[src/rtl/mem_arbiter.sv]
// Two-master arbiter that multiplexes the I-cache and D-cache line buses onto one
// physical memory port, alternating owners on ties and inserting a turnaround cycle.
module mem_arbiter #(
  parameter int ADDR_W = 16,
  parameter int DATA_W = 128,
  parameter int SEL_W  = DATA_W / 8
) (
  input  logic              clk,
  input  logic              rst_n,
  input  logic              i_cyc,
  input  logic              i_stb,
  input  logic              i_we,
  input  logic [ADDR_W-1:0] i_adr,
  input  logic [DATA_W-1:0] i_dat_w,
  input  logic [SEL_W-1:0]  i_sel,
  output logic              i_ack,
  output logic              i_retry,
  input  logic              d_cyc,
  input  logic              d_stb,
  input  logic              d_we,
  input  logic [ADDR_W-1:0] d_adr,
  input  logic [DATA_W-1:0] d_dat_w,
  input  logic [SEL_W-1:0]  d_sel,
  output logic              d_ack,
  output logic              d_retry,
  output logic [DATA_W-1:0] rq_dat_r,
  output logic              m_cyc,
  output logic              m_stb,
  output logic              m_we,
  output logic [ADDR_W-1:0] m_adr,
  output logic [DATA_W-1:0] m_dat_w,
  output logic [SEL_W-1:0]  m_sel,
  input  logic              m_ack,
  input  logic              m_retry,
  input  logic [DATA_W-1:0] m_dat_r,
  output logic [1:0]        grant
);

  typedef enum logic [1:0] {IDLE, GNT_I, GNT_D, TURN} state_e;

  state_e state_q, state_d;
  logic   lastD_q, lastD_d;
  logic   iReq, dReq, done;

  assign iReq = i_cyc & i_stb;
  assign dReq = d_cyc & d_stb;
  assign done = m_ack & ~m_retry;

  // lastD_q resets to D so that the I-cache wins the first tie.
  always_ff @(posedge clk or negedge rst_n) begin
    if (!rst_n) begin
      state_q <= IDLE;
      lastD_q <= 1'b1;
    end else begin
      state_q <= state_d;
      lastD_q <= lastD_d;
    end
  end

  always_comb begin
    state_d = state_q;
    lastD_d = lastD_q;
    unique case (state_q)
      IDLE: begin
        if (iReq && (!dReq || lastD_q)) begin
          state_d = GNT_I;
          lastD_d = 1'b0;
        end else if (dReq) begin
          state_d = GNT_D;
          lastD_d = 1'b1;
        end
      end
      // An owner dropping cyc ends the tenure even while memory is retrying.
      GNT_I: if (!i_cyc || done) state_d = TURN;
      GNT_D: if (!d_cyc || done) state_d = TURN;
      TURN:  state_d = IDLE;
      default: state_d = IDLE;
    endcase
  end

  always_comb begin
    m_cyc   = 1'b0;
    m_stb   = 1'b0;
    m_we    = 1'b0;
    m_adr   = '0;
    m_dat_w = '0;
    m_sel   = '0;
    i_ack   = 1'b0;
    i_retry = 1'b0;
    d_ack   = 1'b0;
    d_retry = 1'b0;
    unique case (state_q)
      GNT_I: begin
        m_cyc   = i_cyc;
        m_stb   = i_stb;
        m_we    = i_we;
        m_adr   = i_adr;
        m_dat_w = i_dat_w;
        m_sel   = i_sel;
        i_ack   = done;
        i_retry = m_retry;
      end
      GNT_D: begin
        m_cyc   = d_cyc;
        m_stb   = d_stb;
        m_we    = d_we;
        m_adr   = d_adr;
        m_dat_w = d_dat_w;
        m_sel   = d_sel;
        d_ack   = done;
        d_retry = m_retry;
      end
      default: ;
    endcase
  end

  assign grant    = {state_q == GNT_D, state_q == GNT_I};
  assign rq_dat_r = m_dat_r;

endmodule

[config.mk]
export PLATFORM = sky130hd
export DESIGN_NAME = mem_arbiter
export DESIGN_NICKNAME = d
export VERILOG_FILES = /design/src/rtl/mem_arbiter.sv
export SDC_FILE = /design/constraint.sdc
export NUM_CORES = 1
export LEC_CHECK = 0
export ABC_CLOCK_PERIOD_IN_PS = 1900
export CAP_MARGIN = 20
export CORE_AREA = 2 2 296 298
export DETAILED_ROUTE_END_ITERATION = 8
export DIE_AREA = 0 0 298 300
export SETUP_SLACK_MARGIN = 0.1
export SLEW_MARGIN = 20
export SYNTH_ARGS = -nofsm -noshare
export SYNTH_HDL_FRONTEND = slang
export SYNTH_SLANG_ARGS = --single-unit
export TNS_END_PERCENT = 50
[constraint.sdc]
create_clock -name clk -period 1.9 [get_ports clk]
set_clock_uncertainty 0.05 [all_clocks]
set_input_delay 0.38 -clock clk [delete_from_list [all_inputs] [get_ports clk]]
set_output_delay 0.38 -clock clk [all_outputs]
set_load 0.05 [all_outputs]
Word-level counts from Yosys, hierarchy flattened
Cells that the tools add are included.

Add/sub/neg operators: 0. $mul: 0. Div/mod/pow operators: 0. Order comparisons: 0. Equal/unequal tests: 6. Shift operators: 0. Muxes and demuxes: 17. Bitwise gates (word level): 4. Reduce and logical (&&, ||, !) cells: 11.

Operators with widths (count): 128-bit one-hot mux with 2 select lines (1); 16-bit one-hot mux with 2 select lines (2); 2-bit 2-to-1 mux (4); 2-bit one-hot mux with 4 select lines (1); 1-bit 2-to-1 mux (6); 1-bit one-hot mux with 2 select lines (3); 2-bit equality test (second input constant) (2); 2-bit by 1-bit inequality test with 1-bit output (second input constant) (2); 1-bit bitwise AND (3); 1-bit logical NOT (3); 1-bit logical OR (3); 3-bit inequality test (second input constant) (1); 3-bit AND reduction (1); 2-bit by 1-bit equality test with 1-bit output (second input constant) (1); 2-bit logical NOT (1); 2-bit AND reduction (1); 2-bit nonzero test (1); 1-bit logical AND (1); 1-bit inverter (1).

Register bits after elaboration: 3. Bits in latches: 0. RAM bits: 0. ROM bits: 0. Input bits: 458. Output and inout port bits: 297. Logic and storage cells: 40. Memories kept: 0.

Logic depth before layout (Yosys ltp)
Gate-level depths: netlist of the first run.

Depth after elaboration: 6. Mapped depth: 6. Mapped depth without buffers: 5.

Least setup slack after synthesis of the first run
No wires, ideal clock.

Path kind: register to output. From: register state_q[0]. To: output m_dat_w[30]. Data arrival time: 2.186 ns. Required time: 1.470 ns. Setup slack: -0.716 ns. Cell stages (with the launch flop): 7. Buffers on the path: 2. Path through: dfrtp_1 inv_1 ha_1 buf_2 buf_2 a22oi_1 nor2_1.

Word-level cells in the longest chain between the ends: 2. Elaborated cells on any way between the ends: 3. Those cells by class: eq/ne: 2; mux: 1.

Ends and longest elaborated chain: start: declaration (line 41) `state_e state_q, state_d;`; start signal: assignment (line 55) `state_q <= state_d;`; 2-bit equality test; via grant[1] (line 36) `output logic [1:0] grant`; 128-bit one-hot mux with 2 select lines (line 92) `unique case (state_q)`; end: declaration (line 31) `output logic [DATA_W-1:0] m_dat_w,`.

The timed path passes the listed nets, and every way through them passes these cells.

Final worst setup path of the first run
From: register state_q[0]. To: output m_sel[15].

Word-level cells in the longest chain between the ends: 2. Elaborated cells on any way between the ends: 3. Those cells by class: eq/ne: 2; mux: 1.

Ends and longest elaborated chain: 2-bit equality test or 2-bit by 1-bit equality test with 1-bit output (tied branches) (line 92); 16-bit one-hot mux with 2 select lines * (line 92); end: declaration (line 32) `output logic [SEL_W-1:0] m_sel,`.

Every way passes the cells marked *; elsewhere a longest branch is shown, timed or not.

==> results of run 1 <==
placed cells by master, fill, tap and decap left out, types with 2 or more instances in the layout:
| cell | n |
|---|---|
| nor2_4 | 114 |
| buf_16 | 4 |
| clkbuf_16 | 6 |
| nand3_1 | 2 |
| ha_4 | 3 |
| nor2_1 | 10 |
| a22oi_1 | 70 |
| clkdlybuf4s50_1 | 329 |
| nor2_2 | 39 |
| and2_1 | 4 |
| o22ai_1 | 2 |
| buf_12 | 186 |
| buf_6 | 13 |
| a22oi_2 | 94 |
| buf_8 | 4 |
| buf_4 | 78 |
power by group:
group	internal [mW]	switching (mW)	leakage (nW)
combinational	12.6	16.5	4.19
sequential	0.108	0.0365	0.0328
clock	0.277	0.0550	0.0382
total	13.0	16.6	4.26
critical path: stages (launching register included):
cell and delay, ps:
dfrtp_1 390, buf_6 130, ha_4 190, buf_12 160, buf_8 130, buf_8 120, a22oi_2 310, nor2_2 100
buf_12 170
what timing repair did:
item                       in CTS  in global routing
setup endpoints to repair     171                171
pin swaps                      13                 19
cloned                          3                  5
setup buffers                   5                  6
gates resized for setup       105                114
cell families after synthesis:
family / Yosys count / share of synthesized area
AND/OR/NAND/NOR: 172 / 0.2005
multiplexers: 2 / 0.007537
adder cells (fa/ha/maj): 3 / 0.01131
flip-flops: 3 / 0.02299
buffers and inverters: 185 / 0.3754
AO/OA/AOI/OAI: 168 / 0.3822
sequential cells by signal, indices dropped and copies added (netlist names):
name and count:
state_q 2, lastD_q 1
final cells by class:
class,instances,area share
Timing Repair Buffer,617,0.6112
Multi-Input combinational cell,345,0.2640
Tap cell,1155,0.1105
Clock buffer,4,0.006027
Sequential cell,3,0.005931
Inverter,3,0.002296
layer usage:
metal / vias to the layer above / global-route usage / part of all wire / wire length (um)
li1: 2644 / - / - / -
met1: 2781 / 0.1169 / 0.38 / 19350
met2: 554 / 0.1812 / 0.47 / 24130
met3: 49 / 0.06742 / 0.14 / 7272
met4: 40 / 0.005504 / 0.0059 / 305
met5: - / 0 / 0.0049 / 249
path summary, 6_finish.rpt:
| path | start | endpoint | slack (ps) | cells after the start |
|---|---|---|---|---|
| setup / recovery | state_q[0] | m_sel[15] | -470 | 8 |
| hold / removal | rst_n | state_q[1] | 300 | 1 |
| setup reg to reg | state_q[0] | state_q[0] | -50 | 7 |
| hold reg to reg | lastD_q | lastD_q | 440 | 2 |
| max in group asynchronous | rst_n | lastD_q | 1280 | 1 |
| min in group clk | lastD_q | lastD_q | 440 | 2 |
==> results.cfg, run 1 <==
[yosys]
synth_top_cell_by_area = a22oi_1
syn_inst = 533
synth_top_area_frac = 0.3686
netlist_area_sq_mm = 0.003319
postSynth.asyncResetShare = 1.000
synth-edff-count = 0
ys_top_cells_by_count = a22oi_1, nor2_1, buf_4
synth_nets = 994
synth_seq_area_share = 0.02299
avgSynthCellArea_sq_um = 6.228
ys.flop_type = dfrtp_1
synth_seq_cells = 3
synthTopCellsByArea = a22oi_1, buf_4, nor2_1
synth_cell_type_count = 21
yosysWarningCount = 0

[finish]
multi_input_area_sq_mm = 0.003453
num_antenna_cells = 0
final_area_sq_mm = 0.01308
regArea_sq_um = 77.57
drive_above_1_share = 0.5638
final_cells = 2127
syn2layout_area_growth_pct = 294.0
final_util = 0.1517
final_nets = 1434
fillers = 9785

[power_and_ir_drop]
power_density_mw_per_mm2 = 2261
p_leak_nw = 4.261
p_total_mw = 29.57
vdd.ir_drop.worst_v = 0.0009711

[drt]
drt_first_iter_violations = 198
ant_nets = 0
routed_wl_um = 51310
drc = 0
vias = 6068
first_pass_iters = 4
avgRoutedWirePerCell_um = 24.12
vias_per_cell = 2.853

[critical_path]
critical_path_class = register to output port
cp.required_ps = 1470
arrival_ps = 1940
critPathCaptureType = output port
cp_max_fo = 8
startpoint_type = register

[grt]
antenna_found_initial = 25
grt-ovfl-total = 0
grt_use_total = 0.1065
grt_max_degree = 31
grt_pass1_vias = 6194
grt_pass1_wl_um = 62820

[cts]
path_clk_slew_ps = 30
root_buffer = clkbuf_16
cts_inserted_buffers = 3
postCtsHoldBufs = 0
clk_latency_ps = 220
cts_tree = yes
cts_max_level = 1
cts.sinks = 3
clockBufferDepth = 2

[placement]
routabilityCongestion = 0.8056
port_buffers = 498
post-place-ws_ps = -736.9
dpl.hpwl_um = 46440
dp.cells = 2105
placed_cell_area_sq_mm = 0.01188

[run_status]
status = complete, but fails checks
violations = setup timing

[floorplan]
initial_core_util = 0.03850
io_pins = 755
core_area_sq_mm = 0.08621
die_w_um = 298
dieArea_sq_mm = 0.08940
die_h_um = 300
row_count = 108

[job]
drv_cap = 0

[sta]
period_share = 1.250
rsz0062_at_grt = yes
finalMaxSlewViolations = 0
tightest_slew_ps = 438.1
setup_tns_ps = -58190
setup_violations = 170
slew_headroom = 0.7079
fin_crit_ps = 2374
hold_viol = 0
fmax_mhz = 421.2
fin_ws_ps = -474.2
whs_ps = 297.6

[worst_hold_path]
hold_path.class = primary input to async pin
Note: power is estimated with default switching activity, not from simulation.
==> inputs of run 2 (changes only) <==
--- a/config.mk
+++ b/config.mk
@@ -8,6 +8,7 @@
 export ABC_CLOCK_PERIOD_IN_PS = 1900
 export CAP_MARGIN = 20
 export CORE_AREA = 2 2 296 298
+export CTS_CLUSTER_DIAMETER = 40
 export DETAILED_ROUTE_END_ITERATION = 8
 export DIE_AREA = 0 0 298 300
 export SETUP_SLACK_MARGIN = 0.1
==> results of run 2 <==
The final DEF is identical to that of run 1; final timing and power are the same.
